==> src/rtl/smart_cargo_top.sv <==
// Four-floor cargo lift controller: UART request receiver, request FIFO,
// floor tracking and the transport FSM with an ultrasonic-gated dwell.
module smart_cargo_top #(
    parameter int CLKS_PER_BIT = 434,
    parameter int DWELL_CYCLES = 5000,
    parameter int TRIG_CYCLES  = 500,
    parameter int QDEPTH       = 4
) (
    input  logic       clk,
    input  logic       reset,
    input  logic       iniciar,
    input  logic [3:0] sensoresNeg,
    input  logic       emergencia,
    input  logic       RX,
    input  logic       echo,
    output logic       motorSubindoF,
    output logic       motorDescendoF,
    output logic       trigger_sensor_ultrasonico,
    output logic [1:0] saida_andar
);
    localparam int CW   = $clog2(CLKS_PER_BIT);
    localparam int HALF = CLKS_PER_BIT / 2;
    localparam int DW   = $clog2(DWELL_CYCLES);
    localparam int TW   = $clog2(TRIG_CYCLES + 1);
    localparam int PW   = $clog2(QDEPTH);
    localparam int NW   = $clog2(QDEPTH + 1);

    typedef enum logic [1:0] {U_IDLE, U_START, U_DATA, U_STOP} uart_state_t;
    typedef enum logic [2:0] {IDLE, GO_ORIG, LOAD, GO_DEST, UNLOAD, EMERG} lift_state_t;

    logic [1:0] rx_sync, echo_sync, emerg_sync;
    logic [3:0] sens_meta, sens_s;
    logic       rx_d;
    logic       rx_s, echo_s, emerg_s;

    // NOTE: every clocked process uses non-blocking assignments so all flops
    // sample the values from before the edge, independent of process order.
    always_ff @(posedge clk or posedge reset) begin
        if (reset) begin
            rx_sync    <= 2'b11;
            rx_d       <= 1'b1;
            echo_sync  <= 2'b00;
            emerg_sync <= 2'b00;
            sens_meta  <= 4'hF;
            sens_s     <= 4'hF;
        end else begin
            rx_sync    <= {rx_sync[0], RX};
            rx_d       <= rx_sync[1];
            echo_sync  <= {echo_sync[0], echo};
            emerg_sync <= {emerg_sync[0], emergencia};
            sens_meta  <= sensoresNeg;
            sens_s     <= sens_meta;
        end
    end

    assign rx_s    = rx_sync[1];
    assign echo_s  = echo_sync[1];
    assign emerg_s = emerg_sync[1];

    // UART receiver
    uart_state_t u_state, u_next;
    logic [CW-1:0] u_cnt;
    logic [2:0]    bit_idx;
    logic [7:0]    shreg;
    logic          u_cnt_clr, u_sample, u_done, byte_valid;

    // NOTE: each output of a combinational block gets a default first so no
    // path through the case statement can leave it unassigned and infer a latch.
    always_comb begin
        u_next    = u_state;
        u_cnt_clr = 1'b0;
        u_sample  = 1'b0;
        u_done    = 1'b0;
        unique case (u_state)
            U_IDLE: if (rx_d && !rx_s) begin
                u_next    = U_START;
                u_cnt_clr = 1'b1;
            end
            U_START: if (u_cnt == CW'(HALF - 1)) begin
                u_cnt_clr = 1'b1;
                u_next    = rx_s ? U_IDLE : U_DATA;
            end
            U_DATA: if (u_cnt == CW'(CLKS_PER_BIT - 1)) begin
                u_cnt_clr = 1'b1;
                u_sample  = 1'b1;
                if (bit_idx == 3'd7) u_next = U_STOP;
            end
            U_STOP: if (u_cnt == CW'(CLKS_PER_BIT - 1)) begin
                u_cnt_clr = 1'b1;
                u_done    = rx_s;
                u_next    = U_IDLE;
            end
            default: u_next = U_IDLE;
        endcase
    end

    always_ff @(posedge clk or posedge reset) begin
        if (reset) begin
            u_state    <= U_IDLE;
            u_cnt      <= '0;
            bit_idx    <= '0;
            shreg      <= '0;
            byte_valid <= 1'b0;
        end else begin
            u_state    <= u_next;
            u_cnt      <= u_cnt_clr ? '0 : u_cnt + CW'(1);
            byte_valid <= u_done;
            if (u_state == U_IDLE) bit_idx <= '0;
            else if (u_sample)     bit_idx <= bit_idx + 3'd1;
            if (u_sample) shreg <= {rx_s, shreg[7:1]};
        end
    end

    // Request FIFO
    logic [5:0]    fifo_mem [QDEPTH];
    logic [5:0]    fifo_head;
    logic [PW-1:0] wr_ptr, rd_ptr;
    logic [NW-1:0] fifo_count;
    logic          fifo_pop, fifo_push;

    assign fifo_push = byte_valid && (fifo_count != NW'(QDEPTH) || fifo_pop);
    assign fifo_head = fifo_mem[rd_ptr];

    // NOTE: the storage array carries no reset; emptiness is tracked by the
    // pointers and count alone, so stale entries are never observed.
    always_ff @(posedge clk) begin
        if (fifo_push) fifo_mem[wr_ptr] <= shreg[5:0];
    end

    always_ff @(posedge clk or posedge reset) begin
        if (reset) begin
            wr_ptr     <= '0;
            rd_ptr     <= '0;
            fifo_count <= '0;
        end else begin
            if (fifo_push) wr_ptr <= (wr_ptr == PW'(QDEPTH - 1)) ? '0 : wr_ptr + PW'(1);
            if (fifo_pop)  rd_ptr <= (rd_ptr == PW'(QDEPTH - 1)) ? '0 : rd_ptr + PW'(1);
            unique case ({fifo_push, fifo_pop})
                2'b10:   fifo_count <= fifo_count + NW'(1);
                2'b01:   fifo_count <= fifo_count - NW'(1);
                default: fifo_count <= fifo_count;
            endcase
        end
    end

    // Floor tracking: lowest active sensor wins; all-high holds the last floor.
    logic [1:0] floor_q, floor_c;

    always_comb begin
        floor_c = floor_q;
        for (int i = 3; i >= 0; i--) begin
            if (!sens_s[i]) floor_c = 2'(i);
        end
    end

    assign saida_andar = floor_q;

    // Transport FSM
    lift_state_t   state, next_state, saved_state;
    logic [1:0]    req_orig, req_dest, req_obj_unused, target;
    logic [DW-1:0] dwell_cnt;
    logic [TW-1:0] trig_cnt;
    logic          up_next, down_next, dwell_start, next_dwell;

    always_comb begin
        next_state  = state;
        fifo_pop    = 1'b0;
        up_next     = 1'b0;
        down_next   = 1'b0;
        dwell_start = 1'b0;
        target      = (state == GO_DEST) ? req_dest : req_orig;
        if (emerg_s) begin
            next_state = EMERG;
        end else begin
            unique case (state)
                IDLE: if (iniciar && fifo_count != '0) begin
                    next_state = GO_ORIG;
                    fifo_pop   = 1'b1;
                end
                GO_ORIG, GO_DEST: begin
                    if (floor_c == target) begin
                        next_state = (state == GO_ORIG) ? LOAD : UNLOAD;
                    end else begin
                        up_next   = target > floor_c;
                        down_next = target < floor_c;
                    end
                end
                LOAD, UNLOAD: if (dwell_cnt == DW'(DWELL_CYCLES - 1)) begin
                    // A high echo at expiry means the doorway is not confirmed clear.
                    if (echo_s) dwell_start = 1'b1;
                    else        next_state  = (state == LOAD) ? GO_DEST : IDLE;
                end
                EMERG:   next_state = saved_state;
                default: next_state = IDLE;
            endcase
        end
        next_dwell = (next_state == LOAD) || (next_state == UNLOAD);
        if (next_dwell && next_state != state) dwell_start = 1'b1;
    end

    always_ff @(posedge clk or posedge reset) begin
        if (reset) begin
            state                      <= IDLE;
            saved_state                <= IDLE;
            floor_q                    <= 2'd0;
            req_orig                   <= 2'd0;
            req_dest                   <= 2'd0;
            req_obj_unused             <= 2'd0;
            dwell_cnt                  <= '0;
            trig_cnt                   <= '0;
            motorSubindoF              <= 1'b0;
            motorDescendoF             <= 1'b0;
            trigger_sensor_ultrasonico <= 1'b0;
        end else begin
            state          <= next_state;
            floor_q        <= floor_c;
            motorSubindoF  <= up_next;
            motorDescendoF <= down_next;
            if (next_state == EMERG && state != EMERG) saved_state <= state;
            if (fifo_pop) {req_obj_unused, req_dest, req_orig} <= fifo_head;

            if (dwell_start)
                dwell_cnt <= '0;
            else if (state == LOAD || state == UNLOAD)
                dwell_cnt <= dwell_cnt + DW'(1);

            if (dwell_start) begin
                trigger_sensor_ultrasonico <= 1'b1;
                trig_cnt                   <= TW'(TRIG_CYCLES - 1);
            end else if (!next_dwell || trig_cnt == '0) begin
                trigger_sensor_ultrasonico <= 1'b0;
                trig_cnt                   <= '0;
            end else begin
                trig_cnt <= trig_cnt - TW'(1);
            end
        end
    end

endmodule

==> config.mk <==
export PLATFORM = sky130hd
export DESIGN_NAME = smart_cargo_top
export DESIGN_NICKNAME = d
export VERILOG_FILES = /design/src/rtl/smart_cargo_top.sv
export SDC_FILE = /design/constraint.sdc
export NUM_CORES = 1
export LEC_CHECK = 0
export ABC_AREA = 1
export BUFFER_PORTS_ARGS = -buffer_cell sky130_fd_sc_hd__clkbuf_2
export CAP_MARGIN = 20
export CORE_MARGIN = 5
export CORE_UTILIZATION = 48
export CTS_CLUSTER_SIZE = 8
export DETAILED_ROUTE_END_ITERATION = 10
export PLACE_DENSITY_LB_ADDON = 0.3
export SLEW_MARGIN = 40
export SYNTH_ARGS = -nofsm -noshare
export SYNTH_HDL_FRONTEND = slang
export SYNTH_SLANG_ARGS = --single-unit
==> constraint.sdc <==
create_clock -name clk -period 2.8 [get_ports clk]
set_clock_uncertainty 0.05 [all_clocks]
set_input_delay 0 -clock clk [delete_from_list [all_inputs] [get_ports clk]]
set_output_delay 0 -clock clk [all_outputs]
set_load 0.05 [all_outputs]
After elaboration in Yosys (flattened, before gate mapping)
Memories as Yosys holds them, arrays and structs flattened. A register that Yosys moved wholly into a read port is not among the register bits.
Index checks and enable logic that the tools add are counted.

word-level totals
  word-level logic and storage cells = 139
  bits in writable memories = 24
  bits in latches = 0
  bits in read-only memories = 0
  flip-flop bits (word level) = 78
  input port bits = 10
  memories = 1
  output and inout bits = 5

cells by class
  $add $sub $neg = 8
  muxes and demuxes = 55
  bitwise gates (word level) = 0
  eq/ne operators = 28
  reduce and logical (&&, ||, !) cells = 23
  $mul = 0
  divide/modulo/power cells = 0
  shift operators = 0
  order comparisons = 2

memory list
  name      words  width  rd ports  clocked after memory_dff  write ports  RTL line  RTL
  fifo_mem  4      6      1         1                         1            115       logic [5:0] fifo_mem [QDEPTH];

operators with widths
  cell                                                                 number
  2-bit 2-to-1 mux                                                     14
  9-bit 2-to-1 mux                                                     3
  13-bit 2-to-1 mux                                                    2
  1-bit 2-to-1 mux                                                     24
  3-bit 2-to-1 mux                                                     8
  3-bit == test (second input constant)                                5
  13-bit by 1-bit adder with 13-bit output (second input constant)     1
  13-bit == test (second input constant)                               1
  3-bit case mux with 4 select lines                                   1
  2-bit == test (second input constant)                                5
  2-bit inequality test (second input constant)                        5
  9-bit by 1-bit adder with 9-bit output (second input constant)       1
  3-bit by 2-bit == test with 1-bit output (second input constant)     3
  9-bit by 8-bit == test with 1-bit output (second input constant)     1
  9-bit == test (second input constant)                                1
  9-bit logical NOT                                                    1
  9-bit by 1-bit subtractor with 9-bit output (second input constant)  1
  2-bit case mux with 4 select lines                                   1
  2-bit nonzero test                                                   4
  3-bit by 1-bit adder with 3-bit output (second input constant)       2
  3-bit inequality test (second input constant)                        2
  3-bit case mux with 2 select lines                                   1
  2-bit OR reduction                                                   3
  1-bit logical AND                                                    5
  other kinds (15)                                                     21

Longest topological paths before layout
Gate-level depths: netlist (run 1).

  depth after elaboration = 14
  depth in mapped cells = 20

Least setup slack after synthesis (run 1)
No wires, ideal clock.

  path kind = flip-flop to flip-flop
  start = register floor_q[1] (netlist: saida_andar[1])
  end = register dwell_cnt[11]
  required time = 2.631 ns
  stages on the path, launching flop included = 19
  period minus slack after synthesis = 2.438 ns
  path buffers = 1
  data arrival time = 2.269 ns
  library setup time = 0.119 ns
  setup slack = 0.362 ns
  path through = dfrtp_1 nor2_1 nor3_1 inv_1 ha_1 nand2_1 inv_1 nand2_1 nand3_1 nand3_1 nand2_2 inv_2 nand2_1 nand2_1 nor2_4 nand2_4 nand2_4 buf_8 nor2_2

between the ends
  cells in the longest elaborated chain, start to end = 13

ends and longest elaborated chain
  element                                                                           RTL line  RTL
  start, declared                                                                   147       logic [1:0] floor_q, floor_c;
  start signal, assigned                                                            216       floor_q <= floor_c;
  2-bit 2-to-1 mux (*) (4 in a row)                                                 152       if (!sens_s[i]) floor_c = 2'(i);
  net floor_c[1]                                                                    147
  2-bit == test (*)                                                                 181       if (floor_c == target) begin
  3-bit 2-to-1 mux (*)                                                              181
  3-bit case mux with 4 select lines (*)                                            175       unique case (state)
  3-bit 2-to-1 mux (*)                                                              172       if (emerg_s) begin
  net next_state[1]                                                                 159       lift_state_t state, next_state, saved_state;
  3-bit by 2-bit == test with 1-bit output / 3-bit == test (equally long branches)  197       next_dwell = (next_state == LOAD) || (next_state == UNLOAD);
  1-bit logical OR                                                                  197
  1-bit logical AND (*)                                                             198       if (next_dwell && next_state != state) dwell_start = 1'b1;
  1-bit 2-to-1 mux (*)                                                              198
  13-bit 2-to-1 mux / 2-bit nonzero test (equally long branches)                    --
  end signal, assigned                                                              225       dwell_cnt <= dwell_cnt + DW'(1);
  end, declared                                                                     161       logic [DW-1:0] dwell_cnt;

Mark *: on every way through the listed nets, which the timed path passes. The rest lies on a longest branch.
A chain may end at the register's enable or synchronous reset.

Final worst setup path (run 1)
  start = register state[2]
  end = register trig_cnt[6]

between the ends
  cells in the longest elaborated chain, start to end = 12

ends and longest elaborated chain
  element                                                                           RTL line       RTL
  start, declared                                                                   159
  start signal, assigned                                                            215            state <= next_state;
  3-bit by 2-bit == test with 1-bit output, on equally long branches                171, 175, 191
  2-bit 2-to-1 mux, on equally long branches                                        171, 191
  2-bit == test / 3-bit 2-to-1 mux (equally long branches)                          181, 190
  3-bit 2-to-1 mux, on equally long branches                                        181, 188
  3-bit case mux with 4 select lines                                                175
  3-bit 2-to-1 mux                                                                  172
  3-bit by 2-bit == test with 1-bit output / 3-bit == test (equally long branches)  197
  1-bit logical OR                                                                  197
  1-bit logical NOT                                                                 230            end else if (!next_dwell || trig_cnt == '0) begin
  1-bit logical OR                                                                  230
  9-bit 2-to-1 mux                                                                  230
  9-bit 2-to-1 mux (*)                                                              227            if (dwell_start) begin
  end signal, assigned                                                              229            trig_cnt <= TW'(TRIG_CYCLES - 1);
  end signal, assigned                                                              234            trig_cnt <= trig_cnt - TW'(1);
  end, declared                                                                     162            logic [TW-1:0] trig_cnt;

Mark *: on every way between the ends. The rest lies on a longest branch, timed or not.

==> impl_metrics.ini, run 1 <==
[outcome]
status = completed

[logic_synthesis]
synth_top_area_share = 0.393
ys_types = 37
synthTopCellsByArea = dfrtp_1, edfxtp_1, dfstp_2
yosysTopAreaCell = dfrtp_1
yosysMostFrequentCell = nand2_1
ys_top_cells_by_count = nand2_1, dfrtp_1, inv_1
yosys_warnings = 0
synth_nets = 490
mappedNetlistArea_sq_um = 4530
ys_seq_area_frac = 0.563
synth.ff_latch_count = 98
ys.flop_type = dfrtp_1
synth_edf_count = 16
synthCells = 465
synth_async_sr_flop_share = 0.837
syn_area_per_cell_sq_um = 9.73

[global_routing]
grt_pass1_wl_mm = 13.0
overflow = 0
grt_start_max_net_pins = 53
grtUsageTotal = 0.139
grt_pass1_vias = 3017
antenna_found_initial = 0

[cells_and_area]
final_layout_size_suffix_gt1_frac = 0.175
area_growth_pct = 12.4
num-nets-final = 524
diodes = 0

[pwr]
pwr-share-clk = 0.250
combinationalPowerShare = 0.300
irDropWorstVdd_mv = 0.424
p_int_mw = 2.72
power.switching_mw = 1.42
p_per_area_nw_per_um2 = 813
leakagePower_nw = 2.32
power_frac_seq = 0.449
swShare = 0.343

[die]
dieArea_sq_um = 11500
die_h_um = 107
floorplan.initialDensity = 0.492
ios = 15
core_area_sq_um = 9200
rows = 35
die_w_um = 107

[clock_tree]
cts.sinks = 98
clk_pin_slew_worst_paths_ns = 0.08
h-tree-depth = 3
cts_setup_buffers = 0
cts_buffers = 9
clock_path_buffers = 2
root_buffer = clkbuf_8
cts_tree = built
clk_latency_ns = 0.35

[worst_setup_path]
r2r_slack_ns = 0.33
crit_path_end = trig_cnt[6]$_DFF_PP0_
critPathMaxStageDelay_ns = 0.39
crit_slowest_cell = dfrtp_1
path_depth = 17
crit_buf_inv = 3
end_kind = flip-flop
r2r_end = trig_cnt[6]$_DFF_PP0_
worstSetupStartpointType = flip-flop
crit_type = reg2reg
rr_startpoint = state[2]$_DFF_PP0_
cp_data_arrival_time_ns = 2.63
r2r_cells = 17
path_delay_family = simple AND/OR/NAND/NOR gates
cp_data_required_time_ns = 2.96
crit_start = state[2]$_DFF_PP0_
critPathMaxFanout = 14
path_cells = inv_2, nand2_2, nor2_4, mux2i_1, ha_1, nand2_1, inv_1, nand2_1, nand3_1, nand3_1, nand2_2, xor2_1, nand3_2, nand2_4, nand2_8, inv_4, o21ai_0

[timing]
setup_ws_ns = 0.327
max_freq_ghz = 0.404
period_minus_slack_ns = 2.47
tightest_slew_ns = 0.447
hold_viol = 0
fin_tns_setup_ns = 0
slew-limit-headroom = 0.702
finalMaxSlewViolations = 0
rsz0062_at_grt = no
hold_ws_ns = 0.133
fin_crit_sh = 0.883
finalSetupViolations = 0

[route]
drt_drc_violations_left = 0
vias = 3039
ant_nets = 0
dr.pass1.iters = 4
wl_per_cell_um = 11.5
drt_first_iter_violations = 65
routed_wl_mm = 7.08
via_per_inst = 4.94

[placement]
numPortBuffers = 14
dp_slack_ns = 0.186
place.gp.congestion = 0.851
hpwl_mm = 5.22

[worst_hold_path]
hold_class = in2reg

[run]
max_cap_viol_count = 0
[final cells by class]
type	count	area, sq um
tap	111	139
timing repair buffer	28	195
fill	797	4110
inverter	74	285
clock buffer	10	128
sequential	98	2550
multi-input combinational	288	1690
clock inverter	6	105
[how the worst min path moves through the flow]
stage	depth (start not counted)	slack [ns]	to	from
floorplan	0	-0.05	rx_sync[0]$_DFF_PP1_	RX
detailed placement	2	-0.009	shreg[7]$_DFFE_PP0P_	reset
finish	4	0.13	state[0]$_DFF_PP0_	iniciar
global placement	1	0.04	rx_sync[0]$_DFF_PP1_	RX
global route	4	0.11	state[0]$_DFF_PP0_	iniciar
CTS	4	0.09	state[0]$_DFF_PP0_	iniciar
[placed cells by master, fill, tap and decap left out, types with 9 or more instances in the layout]
| master | Yosys | final |
|---|---|---|
| a21oi_1 | 11 | 11 |
| clkbuf_2 | 0 | 14 |
| clkbuf_8 | 0 | 9 |
| dfrtp_1 | 71 | 70 |
| dfstp_2 | 11 | 11 |
| edfxtp_1 | 16 | 16 |
| ha_1 | 14 | 14 |
| inv_1 | 64 | 63 |
| nand2_1 | 72 | 72 |
| nand3_1 | 20 | 20 |
| nand4_1 | 10 | 10 |
| nor2_1 | 50 | 50 |
| nor2_2 | 12 | 11 |
| nor3_1 | 15 | 14 |
| o21ai_0 | 29 | 29 |
| xor2_1 | 13 | 13 |
[worst min-delay path, cell delays in order]
cell,delay [ns]
clkbuf_2,0.11
nand3_1,0.09
nor3b_2,0.16
nand3_2,0.12
[per-layer routing]
metal,GRT usage,vias up,share of wire
met5,0,-,0
met4,0.0393,0,0.0072
li1,-,1561,-
met2,0.227,26,0.49
met1,0.182,1445,0.48
met3,0.0355,7,0.029
[logic make-up (layout without fill, tap and decap cells)]
family,after synthesis,after routing,synth area share
xor gates and xnor gates,20,20,0.0387
AOI/OAI and AO/OA,47,47,0.0575
adders and majority gates,15,15,0.0431
buffers and inverters,79,118,0.0683
DFF,98,98,0.563
and+or+nand+nor,200,200,0.215
muxes,6,6,0.0144
[state kept, by name, summed over array words and instances (netlist names), 3 cells and up, named ones only]
name         count
dwell_cnt       13
u_cnt            9
sens_meta        4
fifo_mem        16
state            3
shreg            8
trig_cnt         9
fifo_count       3
bit_idx          3
sens_s           4
saved_state      3
[repair_timing]
action / CTS / global route
setup endpoints to repair: 0 / 8
resized for setup: 0 / 5
hold endpoints to repair: 57 / 0
hold buffers: 8 / 0
[power by group through the flow]
| stage | registers, mW | clock network [mW] | logic, mW |
|---|---|---|---|
| after floorplan | 1.88 | 0 | 0.992 |
| after global placement | 1.88 | 0 | 1.20 |
| after detailed placement | 1.88 | 0 | 1.23 |
| after CTS | 1.86 | 1.07 | 1.24 |
| after global routing | 1.90 | 1.13 | 1.44 |
| final | 1.86 | 1.04 | 1.24 |
[stage by stage]
stage	total power [mW]	cells	utilization	instance area (sq um)
global route	4.47	615	0.553	5090
floorplan	2.87	465	-	4530
global placement	3.08	591	0.516	4750
finish	4.14	615	0.553	5090
CTS	4.18	615	0.551	5070
detailed placement	3.11	591	0.517	4750
(Power assumes the default switching activity.)
==> run 2, diff against run 1 <==
Settings changed: CAP_MARGIN 20 to 5, PLACE_DENSITY set to 0.7, PLACE_DENSITY_LB_ADDON 0.3 to not set.
==> impl_metrics.ini, run 2 (synthesis gave the netlist of run 1 again) <==
[clock_tree]
clk_pin_slew_worst_paths_ns = 0.09
cts_setup_buffers = 0
cts_buffers = 9
cts.sinks = 98
cts_tree = built
clock_path_buffers = 2
clk_latency_ns = 0.36
root_buffer = clkbuf_8
h-tree-depth = 3

[route]
dr.pass1.iters = 4
drt_drc_violations_left = 0
ant_nets = 0
drt_first_iter_violations = 100
wl_per_cell_um = 11.8
routed_wl_mm = 7.24
vias = 3030
via_per_inst = 4.93

[pwr]
leakagePower_nw = 2.31
irDropWorstVdd_mv = 0.283
swShare = 0.366
power.switching_mw = 1.47
pwr-share-clk = 0.228
power_frac_seq = 0.464
combinationalPowerShare = 0.308
p_int_mw = 2.55
p_per_area_nw_per_um2 = 796

[placement]
dpl_cell_area_sq_um = 4750
place.gp.congestion = 0.875
dp_cells = 591
numPortBuffers = 14
hpwl_mm = 5.23

[die]
dieArea_sq_um = 11500
die_w_um = 107
rows = 35
core_area_sq_um = 9200
die_h_um = 107
ios = 15
floorplan.initialDensity = 0.492

[worst_setup_path]
cp_data_arrival_time_ns = 2.71
critPathMaxFanout = 14
r2r_end = trig_cnt[0]$_DFF_PP0_
end_kind = flip-flop
rr_startpoint = sens_s[1]$_DFF_PP1_
r2r_cells = 16
cp_data_required_time_ns = 2.98
r2r_slack_ns = 0.27
worstSetupStartpointType = flip-flop
crit_type = reg2reg

[worst_hold_path]
hold_class = in2reg
worstHoldEndpoint = state[0]$_DFF_PP0_
hold-path-cell-count = 4
min-delay-start = iniciar

[timing]
slew-limit-headroom = 0.643
fin_crit_sh = 0.904
rsz0062_at_grt = no
hold_viol = 0
fin_tns_setup_ns = 0
period_minus_slack_ns = 2.53
finalMaxSlewViolations = 0
max_freq_ghz = 0.395
finalSetupViolations = 0
hold_ws_ns = 0.143
tightest_slew_ns = 0.536

[cells_and_area]
stdcell_count = 615
largest_reg_flops = 16
final_cell_area_sq_um = 5050
area_growth_pct = 11.6
regMostFlops = fifo_mem
diodes = 0
finish.utilization = 0.549
final_layout_size_suffix_gt1_frac = 0.179
mostFrequentLayoutCells = nand2_1, dfrtp_1, inv_1
final_common_cell = nand2_1
num-nets-final = 524
largestRegisters = fifo_mem (16), dwell_cnt (13)

[outcome]
status = completed

[global_routing]
grt_start_max_net_pins = 46
grtUsageTotal = 0.142
antenna_found_initial = 0
grt_pass1_vias = 3043
grt_pass1_wl_mm = 13.1
overflow = 0

[run]
max_cap_viol_count = 0
## run 2: cell count changes in the layout (fill, tap and decap cells not counted)
cell | before | now
bufinv_16 | 3 | 1
clkbuf_1 | 1 | 0
clkinv_1 | 4 | 2
clkinv_2 | 0 | 1
clkinv_4 | 1 | 2
inv_4 | 1 | 2
inv_6 | 0 | 2
nor3_1 | 14 | 15
nor3_2 | 1 | 0
## run 2: worst max-delay path by stage
stage / slack, ns / depth (start not counted) / from / end
5_1_grt: 0.05 / 18 / state[2]$_DFF_PP0_ / trig_cnt[6]$_DFF_PP0_
3_5_place_dp: 0.19 / 16 / state[0]$_DFF_PP0_ / trig_cnt[0]$_DFF_PP0_
2_1_floorplan: 0.36 / 18 / saida_andar[1]$_DFF_PP0_ / dwell_cnt[11]$_DFFE_PP0P_
6_report: 0.27 / 16 / sens_s[1]$_DFF_PP1_ / trig_cnt[0]$_DFF_PP0_
4_1_cts: 0.17 / 17 / state[0]$_DFF_PP0_ / trig_cnt[0]$_DFF_PP0_
3_3_place_gp: 0.29 / 16 / sens_s[1]$_DFF_PP1_ / trigger_sensor_ultrasonico$_DFFE_PP0P_
## run 2: critical path: stages, from the launching register on
cell,delay [ns]
dfstp_2,0.54
inv_1,0.03
nor3_1,0.22
inv_1,0.07
ha_1,0.30
nand2_1,0.07
inv_1,0.09
nand2_1,0.05
nand3_1,0.06
nand3_1,0.09
nand2_2,0.10
xor2_1,0.18
nand3_2,0.11
nand2_4,0.11
nand2_8,0.12
inv_4,0.11
o21ai_0,0.10
## run 2: repair_timing
| item | in CTS | in global routing |
|---|---|---|
| hold buffers | 8 | 0 |
| setup endpoints to repair | 0 | 8 |
| gates resized for setup | 0 | 4 |
| hold endpoints to repair | 41 | 0 |
## run 2: layer usage
metal	wire, um	vias up	track usage
met5	0	-	0
met4	118	0	0.0566
met3	236	10	0.0355
met2	3580	45	0.235
met1	3300	1415	0.178
li1	-	1560	-
## run 2: area by class of cell
type                            instances  area (sq um)
Clock inverter                          7          77.6
Inverter                               74           283
Sequential cell                        98          2550
Clock buffer                            9           124
Timing Repair Buffer                   28           195
Fill cell                             802          4150
Multi-Input combinational cell        288          1680
Tap cell                              111           139
## run 2: through the flow
| step | power (mW) | worst slack, ns |
|---|---|---|
| floorplan | 2.87 | 0.362 |
| global placement | 3.07 | 0.288 |
| detailed placement | 3.12 | 0.189 |
| CTS | 4.05 | 0.168 |
| global route | 4.35 | 0.0476 |
| finish | 4.02 | 0.270 |
## run 2: power by group through the flow
stage	Sequential, mW	Clock (mW)	Combinational, mW
5_1_grt	1.90	1.02	1.43
3_3_place_gp	1.88	0	1.19
2_1_floorplan	1.88	0	0.992
6_report	1.87	0.915	1.24
4_1_cts	1.86	0.949	1.24
3_5_place_dp	1.89	0	1.23
